`config.mk`:
```
export PLATFORM = sky130hd
export DESIGN_NAME = vend_ctrl
export DESIGN_NICKNAME = d
export VERILOG_FILES = /design/src/rtl/vend_pkg.sv /design/src/rtl/vend_ctrl_rr_arb2.sv /design/src/rtl/vend_ctrl.sv
export SDC_FILE = /design/constraint.sdc
export NUM_CORES = 1
export LEC_CHECK = 0
export ABC_CLOCK_PERIOD_IN_PS = 3750
export BUFFER_PORTS_ARGS = -buffer_cell sky130_fd_sc_hd__buf_2
export CORE_MARGIN = 2
export CORE_UTILIZATION = 50
export DETAILED_ROUTE_END_ITERATION = 10
export GPL_TIMING_DRIVEN = 1
export PLACE_DENSITY = 0.76
export SLEW_MARGIN = 40
export SYNTH_ARGS = -nofsm -noshare
export SYNTH_HDL_FRONTEND = slang
export SYNTH_HIERARCHICAL = 1
export SYNTH_SLANG_ARGS = --single-unit
```
`constraint.sdc`:
```
create_clock -name clk -period 3.75 [get_ports clk]
set_input_delay 0.375 -clock clk [delete_from_list [all_inputs] [get_ports clk]]
set_output_delay 0.375 -clock clk [all_outputs]
set_load 0.05 [all_outputs]
```
`src/rtl/vend_pkg.sv`:
```
// Shared types and coin encodings for the vending transaction controller.
package vend_pkg;

    typedef enum logic [2:0] {
        IDLE,
        COLLECT,
        VEND,
        CHANGE,
        REFUND
    } state_t;

    localparam logic [1:0] COIN_NONE = 2'b00;
    localparam logic [1:0] COIN_5    = 2'b01;
    localparam logic [1:0] COIN_10   = 2'b10;

    localparam int unsigned COIN_UNIT = 5;

    function automatic logic [3:0] coin_value(input logic [1:0] code);
        case (code)
            COIN_NONE: return 4'd0;
            COIN_5:    return 4'd5;
            COIN_10:   return 4'd10;
            default:   return 4'd0;
        endcase
    endfunction

endpackage

```
`src/rtl/vend_ctrl_rr_arb2.sv`:
```
// Two-requester round-robin arbiter; priority flips to the other port after each accepted grant.
module rr_arb2 (
    input  logic       clk,
    input  logic       rst,
    input  logic [1:0] req_i,
    input  logic       gate_i,
    input  logic       accept_i,
    output logic [1:0] gnt_o
);

    // Port favoured when both request; starts on port 0.
    logic prio_q;

    always_comb begin
        gnt_o = '0;
        if (gate_i) begin
            if (req_i == 2'b11) begin
                gnt_o = prio_q ? 2'b10 : 2'b01;
            end else begin
                gnt_o = req_i;
            end
        end
    end

    always_ff @(posedge clk or posedge rst) begin
        if (rst) begin
            prio_q <= 1'b0;
        end else if (accept_i) begin
            prio_q <= gnt_o[0];
        end
    end

endmodule

```
`src/rtl/vend_ctrl.sv`:
```
// Vending transaction controller: coin arbitration, credit, dispense, change/refund, stock.
// Optional collect inactivity timeout enabled by defining VEND_TIMEOUT_EN.
module vend_ctrl #(
    parameter int unsigned PRICE      = 15,
    parameter int unsigned CREDIT_W   = 5,
    parameter int unsigned STOCK_INIT = 8,
    parameter int unsigned STOCK_W    = 4
`ifdef VEND_TIMEOUT_EN
   ,parameter int unsigned TIMEOUT_CYC = 1000
`endif
) (
    input  logic                clk,
    input  logic                rst,
    input  logic                coin0_valid,
    input  logic [1:0]          coin0_val,
    output logic                coin0_ready,
    input  logic                coin1_valid,
    input  logic [1:0]          coin1_val,
    output logic                coin1_ready,
    input  logic                cancel,
    input  logic                restock,
    output logic                vend,
    output logic                change_pulse,
    output logic                busy,
    output logic                sold_out,
    output logic [CREDIT_W-1:0] credit,
    output logic [STOCK_W-1:0]  stock
);
    import vend_pkg::*;

    localparam logic [CREDIT_W-1:0] PRICE_C = CREDIT_W'(PRICE);
    localparam logic [CREDIT_W-1:0] UNIT_C  = CREDIT_W'(COIN_UNIT);
    localparam logic [STOCK_W-1:0]  STOCK_C = STOCK_W'(STOCK_INIT);

    state_t              state_q;
    logic [CREDIT_W-1:0] credit_q;
    logic [STOCK_W-1:0]  stock_q;
    logic                vend_q;
    logic                change_q;

    logic [1:0]          gnt;
    logic                gate;
    logic                xfer;
    logic                tmo_hit;
    logic [1:0]          code_sel;
    logic [CREDIT_W-1:0] credit_sum;
    logic [CREDIT_W-1:0] credit_less;

    assign gate = !rst && (state_q == IDLE || state_q == COLLECT)
                  && (stock_q != '0) && !cancel && !tmo_hit;

    rr_arb2 u_arb (
        .clk      (clk),
        .rst      (rst),
        .req_i    ({coin1_valid, coin0_valid}),
        .gate_i   (gate),
        .accept_i (xfer),
        .gnt_o    (gnt)
    );

    // A grant is only ever issued to a valid port, so any grant is a transfer.
    assign xfer        = |gnt;
    assign code_sel    = gnt[1] ? coin1_val : coin0_val;
    assign credit_sum  = credit_q + CREDIT_W'(coin_value(code_sel));
    assign credit_less = credit_q - UNIT_C;

`ifdef VEND_TIMEOUT_EN
    localparam int unsigned TMO_W = $clog2(TIMEOUT_CYC);
    logic [TMO_W-1:0] tmo_q;

    assign tmo_hit = (state_q == COLLECT) && (tmo_q == TMO_W'(TIMEOUT_CYC - 1));

    always_ff @(posedge clk or posedge rst) begin
        if (rst) begin
            tmo_q <= '0;
        end else if (state_q != COLLECT || xfer || tmo_hit) begin
            tmo_q <= '0;
        end else begin
            tmo_q <= tmo_q + TMO_W'(1);
        end
    end
`else
    assign tmo_hit = 1'b0;
`endif

    always_ff @(posedge clk or posedge rst) begin
        if (rst) begin
            state_q  <= IDLE;
            credit_q <= '0;
            stock_q  <= STOCK_C;
            vend_q   <= 1'b0;
            change_q <= 1'b0;
        end else begin
            vend_q   <= 1'b0;
            change_q <= 1'b0;
            case (state_q)
                IDLE: begin
                    if (restock) begin
                        stock_q <= STOCK_C;
                    end
                    // A zero-value coin leaves credit at 0, so remain idle.
                    if (xfer) begin
                        credit_q <= credit_sum;
                        if (credit_sum >= PRICE_C) begin
                            state_q <= VEND;
                            vend_q  <= 1'b1;
                        end else if (credit_sum != '0) begin
                            state_q <= COLLECT;
                        end
                    end
                end
                COLLECT: begin
                    if (cancel || tmo_hit) begin
                        state_q  <= REFUND;
                        change_q <= 1'b1;
                    end else if (xfer) begin
                        credit_q <= credit_sum;
                        if (credit_sum >= PRICE_C) begin
                            state_q <= VEND;
                            vend_q  <= 1'b1;
                        end
                    end
                end
                VEND: begin
                    stock_q  <= stock_q - STOCK_W'(1);
                    credit_q <= credit_q - PRICE_C;
                    if (credit_q != PRICE_C) begin
                        state_q  <= CHANGE;
                        change_q <= 1'b1;
                    end else begin
                        state_q <= IDLE;
                    end
                end
                CHANGE, REFUND: begin
                    credit_q <= credit_less;
                    if (credit_less == '0) begin
                        state_q <= IDLE;
                    end else begin
                        change_q <= 1'b1;
                    end
                end
                default: state_q <= IDLE;
            endcase
        end
    end

    assign coin0_ready  = gnt[0];
    assign coin1_ready  = gnt[1];
    assign vend         = vend_q;
    assign change_pulse = change_q;
    assign busy         = (state_q == VEND) || (state_q == CHANGE) || (state_q == REFUND);
    assign sold_out     = (stock_q == '0);
    assign credit       = credit_q;
    assign stock        = stock_q;

endmodule

```
After elaboration in Yosys (flattened, before gate mapping)
Cells that the tools add are included.

word-level totals
  input port bits = 10
  register bits after elaboration = 15
  word-level logic and storage cells = 73

operators by class
  mux-type cells = 27
  reduce and logical (&&, ||, !) cells = 20
  $add $sub $neg = 4
  order comparisons = 1
  equality and inequality tests = 15

operators with widths
  operator               count
  $mux W3                7
  $pmux W5 S4            1
  $pmux W4 S2            2
  $pmux W3 S4            1
  $mux W2                5
  $mux W5                2
  $reduce_bool A4 Y1     2
  $eq A3 B2 Y1 const B   2
  $mux W1                6
  $ne A2 B2 Y1 const B   3
  $ne A3 B2 Y1 const B   2
  $add A5 B4 Y5          1
  $ge A5 B4 Y1 const B   1
  $logic_not A5 Y1       1
  $ne A5 B4 Y1 const B   1
  $reduce_and A5 Y1      1
  $reduce_bool A5 Y1     1
  $sub A5 B3 Y5 const B  1
  $sub A5 B4 Y5 const B  1
  $eq A2 B2 Y1 const B   2
  $logic_not A4 Y1       1
  $mux W4                1
  $reduce_and A2 Y1      2
  $reduce_or A2 Y1       2
  13 further kinds       18

Logic depth before layout (Yosys ltp)
  depth after elaboration = 15
  mapped depth = 16
  depth with buffers taken out = 16

Hierarchy
Netlist, hierarchy kept.

by module, submodules not included
  module     seq. area each (sq um)  cells an instance  area an instance (sq um)  instances
  vend_ctrl  351.6                   152                1,248.7                   1
  rr_arb2    25.0                    9                  68.8                      1

Worst setup path after synthesis
Ideal clock, no wire load.

  kind = register to register
  start point = reg stock_q[0] (netlist: stock[0])
  end point = reg state_q[1]
  clock period less this slack = 4.792 ns
  library setup time = 0.128 ns
  path slack = -1.042 ns
  arrival time = 4.665 ns
  cell stages (with the launch flop) = 16
  required time = 3.622 ns
  path buffers = 0
  cells stage by stage = dfrtp_1 > inv_1 > ha_1 > nor3b_1 > nor3b_1 > nand2_1 > a21oi_1 > o32ai_1 > ha_1 > fa_1 > a21o_1 > a21oi_2 > xnor2_1 > a21oi_1 > a31oi_1 > mux2_1

on the way
  word-level cells in the longest chain between the ends = 12

ends and longest elaborated chain
  item                                                 RTL line                            source
  from (decl)                                          vend_ctrl.sv:37                     logic [STOCK_W-1:0] stock_q;
  from (signal assigned)                               vend_ctrl.sv:125                    stock_q <= stock_q - STOCK_W'(1);
  $reduce_bool A4 Y1 (*)                               vend_ctrl.sv:50                     && (stock_q != '0) && !cancel && !tmo_hit;
  $logic_and A1 B1 Y1 (*) (2 in a row)                 vend_ctrl.sv:50
  net gate                                             vend_ctrl.sv:42                     logic gate;
  $mux W2 (*)                                          vend_ctrl_rr_arb2.sv:16             if (gate_i) begin
  net coin1_ready                                      vend_ctrl.sv:19                     output logic coin1_ready,
  $mux W2                                              vend_ctrl.sv:63                     assign code_sel = gnt[1] ? coin1_val : coin0_val;
  $eq A2 B2 Y1 / $eq A2 B1 Y1 (equally long branches)  vend_pkg.sv:19                      case (code)
  $pmux W4 S2                                          vend_pkg.sv:19
  $add A5 B4 Y5                                        vend_ctrl.sv:64                     assign credit_sum = credit_q + CREDIT_W'(coin_value(code_sel));
  $ge A5 B4 Y1                                         vend_ctrl.sv:104, vend_ctrl.sv:118
  $mux W3                                              vend_ctrl.sv:104                    if (credit_sum >= PRICE_C) begin
  $mux W3                                              vend_ctrl.sv:102                    if (xfer) begin
  $pmux W3 S4                                          vend_ctrl.sv:96                     case (state_q)
  to (signal assigned)                                 vend_ctrl.sv:105                    state_q <= VEND;
  to (signal assigned)                                 vend_ctrl.sv:108                    state_q <= COLLECT;
  to (signal assigned)                                 vend_ctrl.sv:119                    state_q <= VEND;
  to (decl)                                            vend_ctrl.sv:35                     state_t state_q;

Mark *: on every way through the listed nets, which the timed path passes. The rest lies on a longest branch. The select of a mux whose other input is x is not followed.
A chain may end at the register's enable or synchronous reset.

Final worst setup path
  start point = reg stock_q[0] (netlist: stock[0])
  end point = reg state_q[1]

on the way
  word-level cells in the longest chain between the ends = 12

ends and longest elaborated chain
  item                                                 RTL line
  $reduce_bool A4 Y1 (*)                               vend_ctrl.sv:50
  $logic_and A1 B1 Y1 (*) (2 in a row)                 vend_ctrl.sv:50
  net gate                                             vend_ctrl.sv:42
  $mux W2 (*)                                          vend_ctrl_rr_arb2.sv:16
  $mux W2                                              vend_ctrl.sv:63
  $eq A2 B2 Y1 / $eq A2 B1 Y1 (equally long branches)  vend_pkg.sv:19
  $pmux W4 S2                                          vend_pkg.sv:19
  $add A5 B4 Y5                                        vend_ctrl.sv:64
  $ge A5 B4 Y1                                         vend_ctrl.sv:104, vend_ctrl.sv:118
  $mux W3                                              vend_ctrl.sv:104
  $mux W3                                              vend_ctrl.sv:102
  $pmux W3 S4                                          vend_ctrl.sv:96

Marked as above.

==> impl_metrics.tcl <==
set metrics [dict create \
    post_cts_resized 0 \
    fin_crit_ns 3.45 \
    grt_pass1_vias 1211 \
    drive_gt1_frac 0.276 \
    syn_area_sq_mm 0.00132 \
    synth_top_family_by_area "compound AO/OA/AOI/OAI gates" \
    grt_pass1_wl_microns 5240 \
    cpMaxStageDelayCell "dfrtp_2" \
    worstPathMaxFanout 6 \
    drt_iter0_markers 55 \
    synth-simple-area-share 0.198 \
    grt_antenna_before_repair 0 \
    fin_worst_skew_ns 0.000681 \
    synth_edf_count 0 \
    yosys.area.top_type "dfrtp_1" \
    synth_fa_ha_area_frac 0.110 \
    crit_path_end_kind "register" \
    status "finished clean" \
    grt-ovfl-total 0 \
    ios 25 \
    worst_pin_slew_ns 0.584 \
    timing.critical_path.to "state_q[1]$_DFFE_PP0P_" \
    clkLatencyLatePin_ns 0.29 \
    syn_area_per_cell_sq_um 8.18 \
    clock.fmax_mhz 290 \
    cp_num_cells 15 \
    ys_ff_latch 15 \
    core_sq_mm 0.00248 \
    cts_buffers 3 \
    worstHoldPathCells 2 \
    fin_nets 207 \
    fin_setup_tns_ns 0 \
    drc 0 \
    critPathTopFamily "compound AO/OA/AOI/OAI gates" \
    r2r_end "state_q[1]$_DFFE_PP0P_" \
    initial_utilization 0.532 \
    async_flop_share 1.00 \
    synth_cells 161 \
    finalHoldViolCount 0 \
    clkSlewWorstSetupHoldPaths_ns 0.10 \
    critPathLaunch "stock[0]$_DFFE_PP0P_" \
    die_x_microns 55.3 \
    clockRootBuffer "clkbuf_4" \
    worstPathArrival_ns 3.64 \
    r2r_cells 15 \
    drv_cap 0 \
    crit_required_ns 3.94 \
    grt_usage 0.213 \
    port_buffers 24 \
    ys.flop_type "dfrtp_1" \
    cts_tree "built" \
    ys_warn_count 6 \
    viasPerCell 6.12 \
    path_class "register to register" \
    wl_microns 3120 \
    die_area_sq_mm 0.00306 \
    routedWlPerCell_microns 14.5 \
    yosys.cell_types.count 49 \
    ant_nets 0 \
    start_kind "register" \
    die_h_microns 55.3 \
    clk_path_buf_depth 2 \
    synth_mux_area_frac 0.0342 \
    synth_top_area_frac 0.266 \
    setup_violations 0 \
    drt-pass1-iter-count 4 \
    crit_buf_inv 1 \
    place.gp.congestion 0.870 \
    min_path_type "primary input to register" \
    ff2ff_setup_slack_ns 0.30 \
    cts_sinks 15 \
    synthesis.nets 182 \
    rsz0062_at_grt "false" \
    slew_viol_final 0 \
    area_delta_synth_final_pct 17.0 \
    cp_cell_sequence "inv_2 -> ha_1 -> nor3b_4 -> nor3b_2 -> nand2_1 -> a21oi_4 -> nor2_1 -> a32o_1 -> ha_1 -> a21o_1 -> a21oi_1 -> xnor2_1 -> o311ai_2 -> a31oi_1 -> mux2_1" \
    num_antenna_cells 0 \
    r2r-start "stock[0]$_DFFE_PP0P_" \
    grt_max_degree 20 \
    crit_top_cell "ha_1" \
    synth.area.top_cells "dfrtp_1 27%, ha_1 9.5%, o21ai_0 4.6%" \
    place.detailed.hpwl_microns 2440 \
    synth_xor_area_frac 0.0399 \
    seq_area_frac_synth 0.286 \
    vias 1315 \
    slowest_delay_ns 0.41 \
    placementRows 18 \
    period_share 0.921 \
    synth-compound-area-share 0.261 \
    max-slew-margin-rel 0.610 \
    h-tree-depth 1 \
]
==> cell usage in the layout, fill, tap and decap left out, types with 2 or more instances in the layout <==
cell type,Yosys,routed
o21ai_0,12,12
a21oi_1,11,9
nor2b_1,5,5
nand3_1,4,4
inv_2,2,3
o221ai_1,3,3
a31oi_1,6,6
mux2_1,2,2
buf_2,3,24
dfrtp_1,14,12
inv_1,13,12
or3_1,2,2
ha_1,10,10
clkbuf_4,0,3
nand2_1,15,15
mux2_2,2,2
xnor2_1,5,4
nor3_1,4,4
dfrtp_2,0,2
buf_4,2,2
a21oi_2,1,2
a211oi_1,2,2
o22ai_1,2,2
a21o_1,2,2
nor2_1,10,10
==> through the flow <==
stage,hold WS [ns],setup WS (ns),utilization,cell area (sq um),instances
after detailed placement,0.244,0.340,0.607,1500,210
final,0.404,0.297,0.622,1540,215
after CTS,0.413,0.314,0.622,1540,215
after global routing,0.422,0.0981,0.622,1540,215
after floorplan,0.104,0.0409,-,1370,161
after global placement,0.237,0.485,0.607,1500,210
==> timing repair <==
item	CTS	global route
endpoints found under the hold margin	1	0
hold buffers	1	0
setup buffers	0	0
==> cells in the mapped netlist (2+ instances only) <==
cell,number
a211oi_1,2
a21o_1,2
a21oi_1,11
a31oi_1,6
buf_2,3
buf_4,2
dfrtp_1,14
ha_1,10
inv_1,13
inv_2,2
mux2_1,2
mux2_2,2
nand2_1,15
nand3_1,4
nor2_1,10
nor2b_1,5
nor3_1,4
nor3b_1,3
o21ai_0,12
o221ai_1,3
o22ai_1,2
o32ai_1,2
or3_1,2
xnor2_1,5
==> sequential cells by signal (all words and copies together) (netlist names) <==
signal and count:
credit 5, vend 1, stock 4, state_q 3, u_arb/prio_q 1, change_pulse 1
==> how the worst min path moves through the flow <==
stage	from	end
floorplan	rst	u_arb/prio_q$_DFFE_PP0P_
global placement	rst	u_arb/prio_q$_DFFE_PP0P_
detailed placement	rst	u_arb/prio_q$_DFFE_PP0P_
CTS	coin0_valid	u_arb/prio_q$_DFFE_PP0P_
global route	coin0_valid	u_arb/prio_q$_DFFE_PP0P_
finish	coin0_valid	u_arb/prio_q$_DFFE_PP0P_
==> layout make-up <==
cell class	count	area, sq um
fillers	219	936
multi-input cells	124	896
flip-flops and latches	15	379
clock buffers	3	22.5
well taps	30	37.5
clock inverters	1	5.00
inverters	15	56.3
repair buffers	27	145
==> per-layer routing <==
metal  routed length (microns)  global-route usage  vias to the layer above
met5                         0                   0                        -
met4                        82               0.115                        0
met3                       204              0.0375                        9
met2                      1500               0.340                       59
met1                      1330               0.272                      614
li1                          -                   -                      633
==> cell families after synthesis <==
kind of cell    after synthesis
xor+xnor                      6
simple gates                 52
mux                           4
buf+inv                      22
flops                        15
compound gates               51
fa+ha+maj                    11
==> worst register-to-register path, delay by kind of cell (launching register included) <==
family / cells / cell delay, ns
buf+inv: 1 / 0.05
xor+xnor: 1 / 0.26
mux: 1 / 0.34
fa+ha+maj: 2 / 0.48
flops: 1 / 0.41
compound gates: 6 / 1.22
simple gates: 4 / 0.60
Power is left out: the tool's default activity adds up to more than one toggle a clock period on the data nets, which glitch-free logic cannot reach.
